[config.mk]
export PLATFORM = sky130hd
export DESIGN_NAME = event_pending_unit
export DESIGN_NICKNAME = d
export VERILOG_FILES = /design/src/rtl/event_pending_unit.sv
export SDC_FILE = /design/constraint.sdc
export NUM_CORES = 1
export LEC_CHECK = 0
export CAP_MARGIN = 15
export CORE_MARGIN = 2
export CORE_UTILIZATION = 40
export DETAILED_ROUTE_END_ITERATION = 8
export PLACE_DENSITY = 0.78
export SYNTH_ARGS = -nofsm -noshare
export SYNTH_HDL_FRONTEND = slang
export SYNTH_SLANG_ARGS = --single-unit
[constraint.sdc]
create_clock -name clk -period 2.3 [get_ports clk]
set_input_delay 0.345 -clock clk [delete_from_list [all_inputs] [get_ports clk]]
set_output_delay 0.345 -clock clk [all_outputs]
set_load 0.1 [all_outputs]
[src/rtl/event_pending_unit.sv]
// event_pending_unit: sticky per-source pending/overflow tracking with a
// lowest-index-first valid/ready offer to a single consumer.
module event_pending_unit #(
    parameter int EventCount = 8,
    localparam int IdxWidth = $clog2(EventCount)
) (
    input  logic                  clk,
    input  logic                  rst_n,
    input  logic [EventCount-1:0] event_in,
    input  logic [EventCount-1:0] mask_in,
    input  logic                  clear_all_in,
    output logic [EventCount-1:0] pending_out,
    output logic                  any_pending_out,
    output logic [EventCount-1:0] overflow_out,
    output logic                  req_valid_out,
    output logic [IdxWidth-1:0]   req_idx_out,
    input  logic                  req_ready_in
);
    localparam logic [0:0] IDLE  = 1'b0;
    localparam logic [0:0] OFFER = 1'b1;
    logic [0:0]            state_q, state_d;
    logic [EventCount-1:0] pending_q, pending_d, overflow_q, overflow_d, ack_vec, eligible;
    logic [IdxWidth-1:0]   idx_q, idx_d, sel_idx;
    logic                  hs;
    assign eligible        = pending_q & mask_in;
    assign any_pending_out = |eligible;
    assign hs              = (state_q == OFFER) && req_ready_in;
    assign ack_vec         = hs ? (EventCount'(1) << idx_q) : '0;
    // Scan downward so the last hit is the lowest eligible index.
    always_comb begin
        sel_idx = '0;
        for (int i = EventCount - 1; i >= 0; i--)
            if (eligible[i]) sel_idx = IdxWidth'(i);
    end
    // A new event on the source being acknowledged re-arms it without overflow.
    always_comb begin
        pending_d  = clear_all_in ? '0 : (pending_q & ~ack_vec) | event_in;
        overflow_d = clear_all_in ? '0 : overflow_q | (event_in & pending_q & ~ack_vec);
        state_d    = clear_all_in ? IDLE :
                     (state_q == IDLE) ? (any_pending_out ? OFFER : IDLE) :
                     (req_ready_in ? IDLE : OFFER);
        idx_d      = (!clear_all_in && state_q == IDLE && any_pending_out) ? sel_idx : idx_q;
    end
    always_ff @(posedge clk or negedge rst_n) begin
        if (!rst_n) begin
            state_q    <= IDLE;
            pending_q  <= '0;
            overflow_q <= '0;
            idx_q      <= '0;
        end else begin
            state_q    <= state_d;
            pending_q  <= pending_d;
            overflow_q <= overflow_d;
            idx_q      <= idx_d;
        end
    end
    assign pending_out   = pending_q;
    assign overflow_out  = overflow_q;
    assign req_valid_out = (state_q == OFFER);
    assign req_idx_out   = idx_q;
endmodule
## Yosys cells after proc, flatten, opt, wreduce, memory -nomap -nowiden

Cells that the tools add are included.

- Register bits after elaboration: 20
- Bits of input ports: 20
- Output and inout bits: 21
- Logic and storage cells: 33

- Bitwise operators: 8
- Reductions and logical operators: 5
- Shift operators: 1
- Mux-type cells: 15

Operators by type and width:

| operator | count |
|---|---|
| $and A8 B8 Y8 | 4 |
| $mux W3 | 8 |
| $mux W8 | 3 |
| $or A8 B8 Y8 | 2 |
| $not A8 Y8 | 1 |
| $reduce_or A8 Y1 | 1 |
| $shl A1 B3 Y8 const A | 1 |
| $mux W1 | 4 |
| $logic_and A1 B1 Y1 | 3 |
| $logic_not A1 Y1 | 1 |
| $not A1 Y1 | 1 |

## Longest topological paths before layout

- Depth after elaboration: 9
- Depth in mapped cells: 4
- Gate-level depth less buffers: 4

## Worst setup path before layout

OpenSTA, ideal clock, no wires.

- Kind: flip-flop to flip-flop
- Start point: register pending_q[0], in the netlist pending_out[0]
- End point: register idx_q[0], in the netlist req_idx_out[0]
- Data arrival time: 2,213 ps
- Slack: -75 ps
- Library setup time: 162 ps
- Stages on the path, launching flop included: 5
- Required time: 2,138 ps
- Cell sequence: dfrtp_1 -> a22oi_1 -> nand4_2 -> a21oi_1 -> a31oi_1

- Cells in the longest elaborated chain, start to end: 3
- Elaborated cells between the ends (all ways): 4

Ends and longest elaborated chain:

| element | RTL line | RTL |
|---|---|---|
| from (decl) | 22 | `logic [EventCount-1:0] pending_q, pending_d, overflow_q, overflow_d, ack_vec, eligible;` |
| from (signal assigned) | 52 | `pending_q <= pending_d;` |
| $and A8 B8 Y8 | 25 | `assign eligible = pending_q & mask_in;` |
| $reduce_or A8 Y1 | 26 | `assign any_pending_out = \|eligible;` |
| named net any_pending_out | 13 | `output logic any_pending_out,` |
| $logic_and A1 B1 Y1 | 42 | `idx_d = (!clear_all_in && state_q == IDLE && any_pending_out) ? sel_idx : idx_q;` |
| to (signal assigned) | 54 | `idx_q <= idx_d;` |
| to (decl) | 23 | `logic [IdxWidth-1:0] idx_q, idx_d, sel_idx;` |

The timed path passes the listed nets, and every way through them passes these cells.
A chain may end at the register's enable or synchronous reset.

## Worst setup path after layout

- Start point: input port mask_in[1]
- End point: output port any_pending_out

- Cells in the longest elaborated chain, start to end: 2

Ends and longest elaborated chain:

| element | RTL line | RTL |
|---|---|---|
| from (decl) | 10 | `input logic [EventCount-1:0] mask_in,` |
| $and A8 B8 Y8 | 25 |  |
| $reduce_or A8 Y1 | 26 |  |
| to (decl) | 13 |  |

Every way passes these cells.

==> impl_metrics.py <==
metrics = {
    "timing": {
        "hold_violations": 0,
        "fin_skew_ns": 0.00207,
        "finalMaxSlewViolations": 0,
        "tns_ns": 0,
        "fin_crit_ns": 1.88,
        "max_slew_margin_pct": 74.9,
        "fmaxAchievable_ghz": 0.531,
        "fin_hold_ws_ns": 0.366,
        "final-setup-viol-count": 0,
        "tightest_slew_ns": 0.376,
        "period_share_pct": 81.8,
        "rsz0062_at_grt": "no",
    },
    "layout": {
        "drive_above_1_share_pct": 22.6,
        "diodes": 0,
        "nets": 158,
        "finalInstanceArea_um2": 1350,
        "area_growth_pct": 49.5,
    },
    "pwr": {
        "combPwrFrac_pct": 44.4,
        "swShare_pct": 46.3,
        "cellPowerDensity_nw_per_um2": 849,
        "p_sw_mw": 0.530,
        "p_seq_share_pct": 37.7,
        "ir_drop_mv": 0.591,
        "internal_power_mw": 0.614,
        "p_clk_share_pct": 17.9,
        "power_mw": 1.14,
        "p_leak_nw": 0.617,
    },
    "floorplan": {
        "die_y_um": 51.5,
        "fp.dieW_um": 51.5,
        "die_area_um2": 2650,
        "core_um2": 2170,
        "num_rows": 17,
        "start_util_pct": 41.6,
        "ios": 41,
    },
    "clocking": {
        "cts_hold_buf": 0,
        "clk_pin_slew_ns": 0.11,
        "clockBufferDepth": 2,
        "cts_buffers": 3,
        "cts_num_sinks": 20,
        "cts_root_buf": "clkbuf_4",
        "cts_setup_buffers": 0,
        "cts.repair.resized": 0,
        "insertion_delay_ns": 0.30,
        "cts_htree_levels": 1,
        "cts_tree": "built",
    },
    "route": {
        "routed_wl_mm": 2.28,
        "drt_pass1_iterations": 4,
        "drc": 0,
        "post_drt_wl_per_cell_um": 13.8,
        "antenna_left": 0,
        "drt_iter0_drc": 12,
        "post_drt_via_cell_ratio": 5.15,
        "via_count": 850,
    },
    "synthesis": {
        "syn_area_um2": 902,
        "async_flop_share_pct": 100,
        "synth_edf_count": 0,
        "ys_seq_area_share_pct": 55.5,
        "synthDistinctLibCells": 21,
        "synth_ff_type": "dfrtp_1",
        "synth_top_cell_area_share_pct": 55.5,
        "ys_warn_count": 0,
        "syn_area_per_cell_um2": 9.70,
        "netlist_instances": 93,
        "ys_ff_latch": 20,
        "synthTopCellsByArea": "dfrtp_1, nor2_1, a21oi_1",
        "syn_nets": 113,
        "yosys.area.top_type": "dfrtp_1",
    },
    "setup_path": {
        "cp-end-kind": "output pin",
        "crit_family": "buffers and inverters",
        "max_stage_delay_ns": 0.43,
        "crit_buf_inv": 2,
        "critical_path_class": "in -> out",
        "r2r_start": "pending_out[7]",
        "start_kind": "input pin",
        "critPathLaunch": "mask_in[1]",
        "required_ns": 1.96,
        "worstPathMaxFanout": 5,
        "cp.arrival_ns": 1.54,
        "slowest_stage": "clkdlybuf4s50_1",
        "worstPathCellList": "clkdlybuf4s50_1 -> a22oi_1 -> nand4_4 -> buf_12",
    },
    "placed_design": {
        "routabilityCongestion": 0.935,
        "hpwl_mm": 1.82,
        "portBuffers": 40,
        "post_dp_cell_area_um2": 1310,
    },
    "status": {
        "status": "completed",
    },
    "global_routing": {
        "grt_pass1_vias": 865,
        "grt_max_degree": 21,
        "antenna_found_initial": 0,
        "grt_overflow_total": 0,
        "grt_pass1_wl_mm": 3.78,
        "grt_util_all_layers_pct": 19.4,
    },
    "run": {
        "drv_cap": 0,
    },
    "worst_hold_path": {
        "min_path_type": "in -> async",
    },
}
[final timing paths]
kind,cells after the start,endpoint,slack (ns)
setup / recovery,4,any_pending_out,0.42
hold / removal,2,overflow_out[1],0.37
setup reg to reg,4,req_idx_out[2],0.93
hold reg to reg,2,overflow_out[2],0.51
max in group asynchronous,2,pending_out[0],1.73
min in group clk,2,overflow_out[2],0.51
[synthesized netlist by cell type (2+ instances only)]
cell type and instances:
a21oi_1 14, a22oi_1 4, a32o_1 2, dfrtp_1 20, inv_1 3, nand2_1 6
nand2b_1 2, nor2_1 23, o21a_1 5, o21ai_0 2, o31a_1 2
[power by group through the flow]
stage                     clock [mW]  sequential (mW)  combinational [mW]
after floorplan                    0            0.692               0.109
after global placement             0            0.438               0.506
after detailed placement           0            0.439               0.510
after CTS                      0.213            0.432               0.511
after global routing           0.227            0.437               0.529
final                          0.205            0.432               0.509
[logic make-up (layout without fill, tap and decap cells)]
group	Yosys count	count (layout)	share of synthesized area, %
and+or+nand+nor	35	35	17.9
AOI/OAI and AO/OA	33	33	24.4
DFF	20	20	55.5
buffers and inverters	5	49	2.22
[flip-flops by register name, summed over array words and instances, names as in the netlist]
| register | cells |
|---|---|
| pending_out | 8 |
| req_valid_out | 1 |
| overflow_out | 8 |
| req_idx_out | 3 |
[cell type report]
cell class	count	area [um^2]
Inverter	3	11.3
Sequential cell	20	500
Timing Repair Buffer	42	375
Tap cell	28	35.0
Clock buffer	4	36.3
Fill cell	209	821
Multi-Input combinational cell	68	390
[per-layer routing]
| layer | track usage (%) | routed length, um | up-vias |
|---|---|---|---|
| li1 | - | - | 414 |
| met1 | 23.7 | 936 | 405 |
| met2 | 33.3 | 1210 | 29 |
| met3 | 3.74 | 115 | 2 |
| met4 | 8.33 | 14 | 0 |
| met5 | 0 | 0 | - |
[metrics by stage]
stage | setup slack [ns] | util (%) | cells
after floorplan | 0.185 | - | 93
after global placement | 0.446 | 60.5 | 161
after detailed placement | 0.419 | 60.5 | 161
after CTS | 0.417 | 62.2 | 165
after global routing | 0.300 | 62.2 | 165
final | 0.418 | 62.2 | 165
[cells in the final DEF, fill, tap and decap left out, drive strengths merged]
master,instances
a211oi,1
a21oi,14
a22oi,5
a31oi,1
a32o,2
a32oi,1
buf,23
clkbuf,4
clkdlybuf4s50,19
dfrtp,20
inv,3
nand2,6
nand2b,2
nand3,1
nand3b,1
nand4,1
nor2,23
o21a,5
o21ai,2
o31a,2
or2,1
Note: power is estimated with default switching activity, not from simulation.
